File: src/rtl/music_rom_player_if.sv
// Signal bundle between the music ROM player, its controller, the musicRom and the audio feeder.
// master = player side, slave = the surrounding system (control FSM, ROM, codec feeder).
interface music_rom_player_if #(
  parameter int unsigned ADDR_W = 16,
  parameter int unsigned DATA_W = 8
);
  logic              play;
  logic              stop;
  logic              loop;
  logic [ADDR_W-1:0] rom_address;
  logic [DATA_W-1:0] rom_q;
  logic [DATA_W-1:0] sample_out;
  logic              sample_valid;
  logic              playing;
  logic              done;

  modport master (
    input  play, stop, loop, rom_q,
    output rom_address, sample_out, sample_valid, playing, done
  );

  modport slave (
    output play, stop, loop, rom_q,
    input  rom_address, sample_out, sample_valid, playing, done
  );
endinterface

File: src/rtl/music_rom_player.sv
// Walks a 1-cycle-latency music ROM from address 0 to LAST_ADDR, emitting one
// sample every CLKS_PER_SAMPLE clocks; supports play/stop/loop control.
module music_rom_player #(
  parameter int unsigned          ADDR_W          = 16,
  parameter int unsigned          DATA_W          = 8,
  parameter logic [ADDR_W-1:0]    LAST_ADDR       = 16'hFFFF,
  parameter int unsigned          CLKS_PER_SAMPLE = 6250,
  parameter logic [DATA_W-1:0]    SILENCE         = 8'h80
) (
  input  logic                clock,
  input  logic                reset,
  music_rom_player_if.master  bus
);

  localparam int unsigned DIV_W = (CLKS_PER_SAMPLE > 1) ? $clog2(CLKS_PER_SAMPLE) : 1;
  localparam logic [DIV_W-1:0] DIV_MAX = DIV_W'(CLKS_PER_SAMPLE - 1);

  typedef enum logic [1:0] {
    IDLE   = 2'd0,
    FETCH1 = 2'd1,
    FETCH2 = 2'd2,
    HOLD   = 2'd3
  } state_t;

  state_t            state_q;
  logic [DIV_W-1:0]  div_q;
  logic [ADDR_W-1:0] rom_address_q;
  logic [DATA_W-1:0] sample_out_q;
  logic              sample_valid_q;
  logic              playing_q;
  logic              done_q;

  // div runs freely across FETCH1/FETCH2/HOLD so the sample period is exact
  // regardless of where in the period the ROM fetch happens.
  always_ff @(posedge clock) begin
    if (reset) begin
      state_q        <= IDLE;
      div_q          <= '0;
      rom_address_q  <= '0;
      sample_out_q   <= SILENCE;
      sample_valid_q <= 1'b0;
      playing_q      <= 1'b0;
      done_q         <= 1'b0;
    end else begin
      sample_valid_q <= 1'b0;
      done_q         <= 1'b0;
      if (state_q != IDLE && bus.stop) begin
        state_q       <= IDLE;
        div_q         <= '0;
        rom_address_q <= '0;
        sample_out_q  <= SILENCE;
        playing_q     <= 1'b0;
      end else begin
        if (state_q != IDLE) begin
          div_q <= (div_q == DIV_MAX) ? '0 : div_q + DIV_W'(1);
        end
        case (state_q)
          IDLE: begin
            sample_out_q <= SILENCE;
            if (bus.play && !bus.stop) begin
              rom_address_q <= '0;
              div_q         <= '0;
              state_q       <= FETCH1;
              playing_q     <= 1'b1;
            end
          end
          FETCH1: state_q <= FETCH2;
          FETCH2: begin
            sample_out_q   <= bus.rom_q;
            sample_valid_q <= 1'b1;
            state_q        <= HOLD;
          end
          HOLD: begin
            if (div_q == DIV_MAX) begin
              if (rom_address_q != LAST_ADDR) begin
                rom_address_q <= rom_address_q + ADDR_W'(1);
                state_q       <= FETCH1;
              end else if (bus.loop) begin
                rom_address_q <= '0;
                state_q       <= FETCH1;
              end else begin
                state_q      <= IDLE;
                done_q       <= 1'b1;
                sample_out_q <= SILENCE;
                playing_q    <= 1'b0;
              end
            end
          end
          default: begin
            state_q   <= IDLE;
            playing_q <= 1'b0;
          end
        endcase
      end
    end
  end

  assign bus.rom_address  = rom_address_q;
  assign bus.sample_out   = sample_out_q;
  assign bus.sample_valid = sample_valid_q;
  assign bus.playing      = playing_q;
  assign bus.done         = done_q;

endmodule

File: src/flat_wrapper.sv
// flat-port wrapper written by rule: the top's interface ports become plain ports
module music_rom_player_flat 
#(
  parameter int unsigned          ADDR_W          = 16,
  parameter int unsigned          DATA_W          = 8,
  parameter logic [ADDR_W-1:0]    LAST_ADDR       = 16'hFFFF,
  parameter int unsigned          CLKS_PER_SAMPLE = 6250,
  parameter logic [DATA_W-1:0]    SILENCE         = 8'h80
)
  (clock, reset, bus_play, bus_stop, bus_loop, bus_rom_q, bus_rom_address, bus_sample_out, bus_sample_valid, bus_playing, bus_done);
  music_rom_player_if #(.ADDR_W(ADDR_W), .DATA_W(DATA_W)) bus_i ();
  input  logic clock;
  input  logic reset;
  input wire logic [$bits(bus_i.play)-1:0] bus_play;
  input wire logic [$bits(bus_i.stop)-1:0] bus_stop;
  input wire logic [$bits(bus_i.loop)-1:0] bus_loop;
  input wire logic [$bits(bus_i.rom_q)-1:0] bus_rom_q;
  output wire logic [$bits(bus_i.rom_address)-1:0] bus_rom_address;
  output wire logic [$bits(bus_i.sample_out)-1:0] bus_sample_out;
  output wire logic [$bits(bus_i.sample_valid)-1:0] bus_sample_valid;
  output wire logic [$bits(bus_i.playing)-1:0] bus_playing;
  output wire logic [$bits(bus_i.done)-1:0] bus_done;
  assign bus_i.play = bus_play;
  assign bus_i.stop = bus_stop;
  assign bus_i.loop = bus_loop;
  assign bus_i.rom_q = bus_rom_q;
  assign bus_rom_address = bus_i.rom_address;
  assign bus_sample_out = bus_i.sample_out;
  assign bus_sample_valid = bus_i.sample_valid;
  assign bus_playing = bus_i.playing;
  assign bus_done = bus_i.done;
  music_rom_player #(.ADDR_W(ADDR_W), .DATA_W(DATA_W), .LAST_ADDR(LAST_ADDR), .CLKS_PER_SAMPLE(CLKS_PER_SAMPLE), .SILENCE(SILENCE)) u_core (.clock(clock), .reset(reset), .bus(bus_i));
endmodule
File: config.mk
export PLATFORM = sky130hd
export DESIGN_NAME = music_rom_player_flat
export DESIGN_NICKNAME = d
export VERILOG_FILES = /design/src/rtl/music_rom_player_if.sv /design/src/rtl/music_rom_player.sv /design/src/flat_wrapper.sv
export SDC_FILE = /design/constraint.sdc
export NUM_CORES = 1
export LEC_CHECK = 0
export ABC_AREA = 1
export BUFFER_PORTS_ARGS = -buffer_cell sky130_fd_sc_hd__buf_4
export CAP_MARGIN = 20
export CORE_ASPECT_RATIO = 0.9
export CORE_MARGIN = 3
export CORE_UTILIZATION = 40
export CTS_BUF_LIST = sky130_fd_sc_hd__clkbuf_16
export CTS_CLUSTER_SIZE = 14
export DETAILED_ROUTE_END_ITERATION = 8
export GPL_ROUTABILITY_DRIVEN = 0
export PLACE_DENSITY = 0.65
export SLEW_MARGIN = 40
export SYNTH_ARGS = -nofsm -noshare
export SYNTH_HDL_FRONTEND = slang
export SYNTH_SLANG_ARGS = --single-unit
File: constraint.sdc
create_clock -name clock -period 2 [get_ports clock]
set_input_delay 0.6 -clock clock [delete_from_list [all_inputs] [get_ports clock]]
set_output_delay 0.6 -clock clock [all_outputs]
set_load 0.05 [all_outputs]
# Word-level counts from Yosys, hierarchy flattened
# Index checks and enable logic that the tools add are counted.
[classes] n_eq_ne=10 multipliers=0 shifts=0 n_reduce_logical=13 mux=25 n_bitwise=2 n_addsub=2 magnitude_cmp=0 div=0
[op_table] operator="$mux W16" n=4
[op_table] operator="$mux W13" n=4
[op_table] operator="$pmux W16 S2" n=1
[op_table] operator="$mux W8" n=3
[op_table] operator="$pmux W8 S3" n=1
[op_table] operator="$add A16 B1 Y16 const B" n=1
[op_table] operator="$ne A16 B16 Y1 const B" n=1
[op_table] operator="$add A13 B1 Y13 const B" n=1
[op_table] operator="$eq A13 B13 Y1 const B" n=1
[op_table] operator="$pmux W2 S4" n=1
[op_table] operator="$reduce_and A4 Y1" n=2
[op_table] operator="$mux W1" n=7
[op_table] operator="$mux W2" n=3
[op_table] operator="$reduce_and A5 Y1" n=1
[op_table] operator="$reduce_or A5 Y1" n=1
[op_table] operator="$eq A2 B2 Y1 const B" n=2
[op_table] operator="$ne A2 B1 Y1 const B" n=2
[op_table] operator="$ne A2 B2 Y1 const B" n=2
[op_table] operator="$reduce_bool A2 Y1" n=2
[op_table] operator="$ne A3 B2 Y1 const B" n=1
[op_table] operator="$reduce_bool A3 Y1" n=1
[op_table] operator="$eq A2 B1 Y1 const B" n=1
[op_table] operator="$logic_and A1 B1 Y1" n=2
[op_table] operator="$logic_not A2 Y1" n=1
[op_table] operator="other kinds (5)" n=6
[word_totals] latch_bits=0 register_bits=42 mem_bits_ro=0 in_bits=13 mem_bits_rw=0 memories=0 wordCells=59

# Depth between registers and ports, before layout
[logic_depth] word_depth=5 depth_mapped=12 mapped_depth_nobuf=11

# Worst setup path after synthesis
# No wires, ideal clock.
[synth_path] path_kind="flip-flop to flip-flop" start="register u_core.rom_address_q[0] (netlist: u_core.bus.rom_address[0])" end="register u_core.rom_address_q[2] (netlist: u_core.bus.rom_address[2])" path_stages_with_launch=12 required_time_ps=1883 path_slack_ps=-29 setup_ps=117 path_buffers=1 t_arrival_ps=1912 path_cell_list="dfxtp_1 -> ha_1 -> nand2_1 -> nor2_4 -> nand2_4 -> nor2_8 -> nand2_4 -> nand2_4 -> nor2_8 -> buf_6 -> a21oi_1 -> nor2_1"
[synth_via] elab_chain_cells=4
[synth_rtl] item="start: declaration" line="music_rom_player.sv:27" text="logic [ADDR_W-1:0] rom_address_q;"
[synth_rtl] item="start signal: assignment" line="music_rom_player.sv:76" text="rom_address_q <= rom_address_q + ADDR_W'(1);"
[synth_rtl] item="$add A16 B1 Y16 / $ne A16 B16 Y1 (equally long branches)" line="music_rom_player.sv:76, music_rom_player.sv:75"
[synth_rtl] item="$mux W16" line="music_rom_player.sv:75" text="if (rom_address_q != LAST_ADDR) begin"
[synth_rtl] item="$mux W16" line="music_rom_player.sv:74" text="if (div_q == DIV_MAX) begin"
[synth_rtl] item="$pmux W16 S2" line="music_rom_player.sv:57" text="case (state_q)"
# Several ways; a longest one is shown, not always the timed one. The select of a mux whose other input is x is not followed.
# A chain may end at the register's enable or synchronous reset.

# Worst setup path after layout
[layout_path] start="register u_core.div_q[0]" end="register u_core.rom_address_q[4] (netlist: u_core.bus.rom_address[4])"
[layout_via] elab_chain_cells=3
[layout_rtl] item="start: declaration" line="music_rom_player.sv:26" text="logic [DIV_W-1:0] div_q;"
[layout_rtl] item="start signal: assignment" line="music_rom_player.sv:55" text="div_q <= (div_q == DIV_MAX) ? '0 : div_q + DIV_W'(1);"
[layout_rtl] item="$eq A13 B13 Y1" line="music_rom_player.sv:74"
[layout_rtl] item="$ne A2 B1 Y1 (no source line)"
[layout_rtl] item="$reduce_and A4 Y1 (no source line)"
# Every way passes these cells.

==> flow_metrics.tcl <==
set metrics [dict create \
    antenna_cells 0 \
    top_level_ports 40 \
    place_inst 468 \
    power.total_w 0.00361 \
    num_vias 2375 \
    p_int_w 0.00192 \
    ys_warn_count 0 \
    worstHoldPathType "reg -> reg" \
    final_nets 424 \
    place_ws_ns 0.188 \
    rows 26 \
    routed_via_density 4.99 \
    setup_viol 0 \
    synth_seq_cells 42 \
    first_pass_iters 4 \
    min_delay_path_depth 2 \
    switching_power_w 0.00169 \
    cts_max_path_buffers 2 \
    tightest_slew_ns 0.370 \
    min_to "u_core.bus.playing$_SDFFE_PP0P_" \
    worstPathArrival_ns 1.98 \
    postCtsHoldBufs 0 \
    skew_ns 0.00628 \
    setup_slack_ns 0.196 \
    clk-insertion-delay-late_ns 0.29 \
    dieArea_um2 6920 \
    hold_viol 0 \
    min_from "u_core.bus.playing$_SDFFE_PP0P_" \
    synth-edff-count 0 \
    cp.required_ns 2.18 \
    synth-main-ff-cell "dfxtp_1" \
    ys_seq_area_frac 0.353 \
    fillerInstances 595 \
    core_area_um2 5730 \
    crit_fanout 23 \
    r2r-start "u_core.div_q[0]$_SDFF_PP0_" \
    htreeDepth 2 \
    p_sw_frac 0.468 \
    crit_path_end_kind "flip-flop" \
    syn_nets 378 \
    start_util 0.416 \
    drt-initial-drc-count 188 \
    period_needed_ns 1.80 \
    status "finished clean" \
    netlist_instances 359 \
    ir_drop_mv 0.933 \
    wl_per_cell_um 12.5 \
    netlist_area_um2 2380 \
    hpwl_mm 4.36 \
    crit_type "reg -> reg" \
    ant_nets 0 \
    track_usage 0.181 \
    r2r_slack_ns 0.20 \
    powerDensity_nw_per_um2 1240 \
    p_leak_nw 1.21 \
    clkSinkCount 42 \
    pwr-share-seq 0.292 \
    synth_top_cell_by_area "dfxtp_1" \
    slew-limit-headroom 0.752 \
    reg2reg_to "u_core.bus.rom_address[4]$_SDFFE_PP0P_" \
    yosys.area.top_type_share 0.353 \
    hold-worst-slack_ns 0.462 \
    numCtsBuffers 5 \
    synthTopCellsByArea "dfxtp_1 (35%), nand2_1 (15%), a21oi_1 (7.1%), nor2_1 (6.8%), nand3_1 (6.3%)" \
    p_comb_frac 0.487 \
    cts_tree "yes" \
    p_clk_frac 0.221 \
    grt_max_degree 24 \
    ctsRootBufferMaster "clkbuf_16" \
    die_h_um 79.2 \
    areaGrowthSynthToFinish_pct 22.2 \
    cap_violations 0 \
    critPathLaunchType "flip-flop" \
    instances_no_fill 476 \
    drc_errors 0 \
    finalCritPeriodShare 0.902 \
    synth-async-reset-ratio 0 \
    first_global_vias 2179 \
    io_buffers 39 \
    synth_cell_type_count 30 \
    wirelength_mm 5.96 \
    clkTransAtPathRegs_ns 0.06 \
    ff2ff_path_depth 10 \
    slew_violations 0 \
    avgSynthCellArea_um2 6.64 \
    grt_pass1_wl_mm 10.1 \
    max_freq_mhz 554 \
    grt-ovfl-total 0 \
    drive_gt1_frac 0.190 \
    die_w_um 87.4 \
    antenna_found_initial 0 \
]
## synth_stat cells, types with 2 or more instances
library cell and number:
nor2_2 2, clkinv_1 2, nand2_1 95, a211oi_1 2, dfxtp_1 42, nand3_1 30
clkbuf_1 2, inv_2 6, nor3_1 5, xor2_1 3, buf_6 2, ha_1 6
inv_1 32, o21bai_1 2, o21ai_0 23, nor2_8 2, nor2_1 43, nand2_4 5
a21oi_1 34, nand4_1 6, nand2_2 4, o22ai_1 2, nor2_4 2
## final cells by class
cell class                 count  area, um^2  area share
clock buffer                   5         125      0.0430
clock inverter                 3        17.5     0.00602
inverter                      41         155      0.0533
multi-input combinational    271        1350       0.465
sequential                    42         843       0.290
tap                           70        87.6      0.0301
timing repair buffer          44         330       0.113
## per-layer routing
| layer | routed length (um) | global-route usage | up-vias | share of wire |
|---|---|---|---|---|
| li1 | - | - | 1263 | - |
| met1 | 2910 | 0.260 | 1046 | 0.49 |
| met2 | 2600 | 0.271 | 56 | 0.44 |
| met3 | 364 | 0.0363 | 10 | 0.061 |
| met4 | 89 | 0.0521 | 0 | 0.015 |
| met5 | 0 | 0 | - | 0 |
## metrics by stage
| stage | area, um^2 | util | TNS, ns |
|---|---|---|---|
| floorplan | 2390 | - | 0 |
| global placement | 2770 | 0.483 | 0 |
| detailed placement | 2770 | 0.483 | 0 |
| CTS | 2910 | 0.508 | 0 |
| global route | 2910 | 0.509 | -0.0444 |
| finish | 2910 | 0.509 | 0 |
## power by group through the flow
stage	sequential [W]	combinational (W)	clock, W
after CTS	0.00106	0.00176	0.000813
after detailed placement	0.00107	0.00176	0
after global placement	0.00107	0.00175	0
after global routing	0.00107	0.00195	0.000854
after floorplan	0.00138	0.00107	0
final	0.00105	0.00176	0.000798
## placed cells by master, fill, tap and decap left out, types with 3 or more instances in the layout
cell type,Yosys,final
nor3_1,5,5
clkbuf_16,0,5
nor2_1,43,42
ha_1,6,6
nand2_1,95,95
a21oi_1,34,34
nand2_2,4,4
inv_2,6,6
xor2_1,3,3
buf_4,0,44
nand2_4,5,5
nor2_2,2,3
dfxtp_1,42,40
o21ai_0,23,23
nand4_1,6,6
nand3_1,30,30
inv_1,32,33
## cell families after synthesis
group / after synthesis / share of synthesized area
AO/OA/AOI/OAI: 66 / 0.146
XOR/XNOR: 3 / 0.0110
adder cells (fa/ha/maj): 6 / 0.0315
buffers and inverters: 46 / 0.0808
flip-flops: 42 / 0.353
AND/OR/NAND/NOR: 196 / 0.377
## what timing repair did
item,in CTS,in global routing
endpoints found under the hold margin,0,0
gates resized for setup,0,1
buffers inserted,0,0
setup endpoints to repair,0,2
## worst max-delay path by stage
stage | from | endpoint | slack (ns) | cells after the start
2_1_floorplan | u_core.bus.rom_address[2]$_SDFFE_PP0P_ | u_core.bus.rom_address[2]$_SDFFE_PP0P_ | 0.15 | 10
3_3_place_gp | bus_stop | u_core.bus.rom_address[2]$_SDFFE_PP0P_ | 0.20 | 9
3_5_place_dp | bus_stop | u_core.bus.rom_address[4]$_SDFFE_PP0P_ | 0.19 | 9
4_1_cts | u_core.div_q[0]$_SDFF_PP0_ | u_core.bus.rom_address[4]$_SDFFE_PP0P_ | 0.20 | 10
5_1_grt | u_core.bus.rom_address[0]$_SDFFE_PP0P_ | u_core.bus.rom_address[13]$_SDFFE_PP0P_ | -0.02 | 11
6_report | u_core.div_q[0]$_SDFF_PP0_ | u_core.bus.rom_address[4]$_SDFFE_PP0P_ | 0.20 | 10
## worst max-delay path, cell delays in order (launching register included)
cell and delay [ns]:
dfxtp_1 0.40, ha_1 0.18, nand2_1 0.05, nor2_1 0.15, nand3_1 0.15, nand2_1 0.13, nand2_4 0.09, nor2_8 0.30
o21ai_0 0.14, nand2_1 0.08, nor2_1 0.04
## registers in the layout (all words and copies together), names as in the netlist
| register | flops |
|---|---|
| u_core.bus.rom_address | 16 |
| u_core.div_q | 13 |
| u_core.bus.sample_out | 8 |
| u_core.state_q | 2 |
| u_core.bus.done | 1 |
| u_core.bus.playing | 1 |
| u_core.bus.sample_valid | 1 |
(Power assumes the default switching activity.)
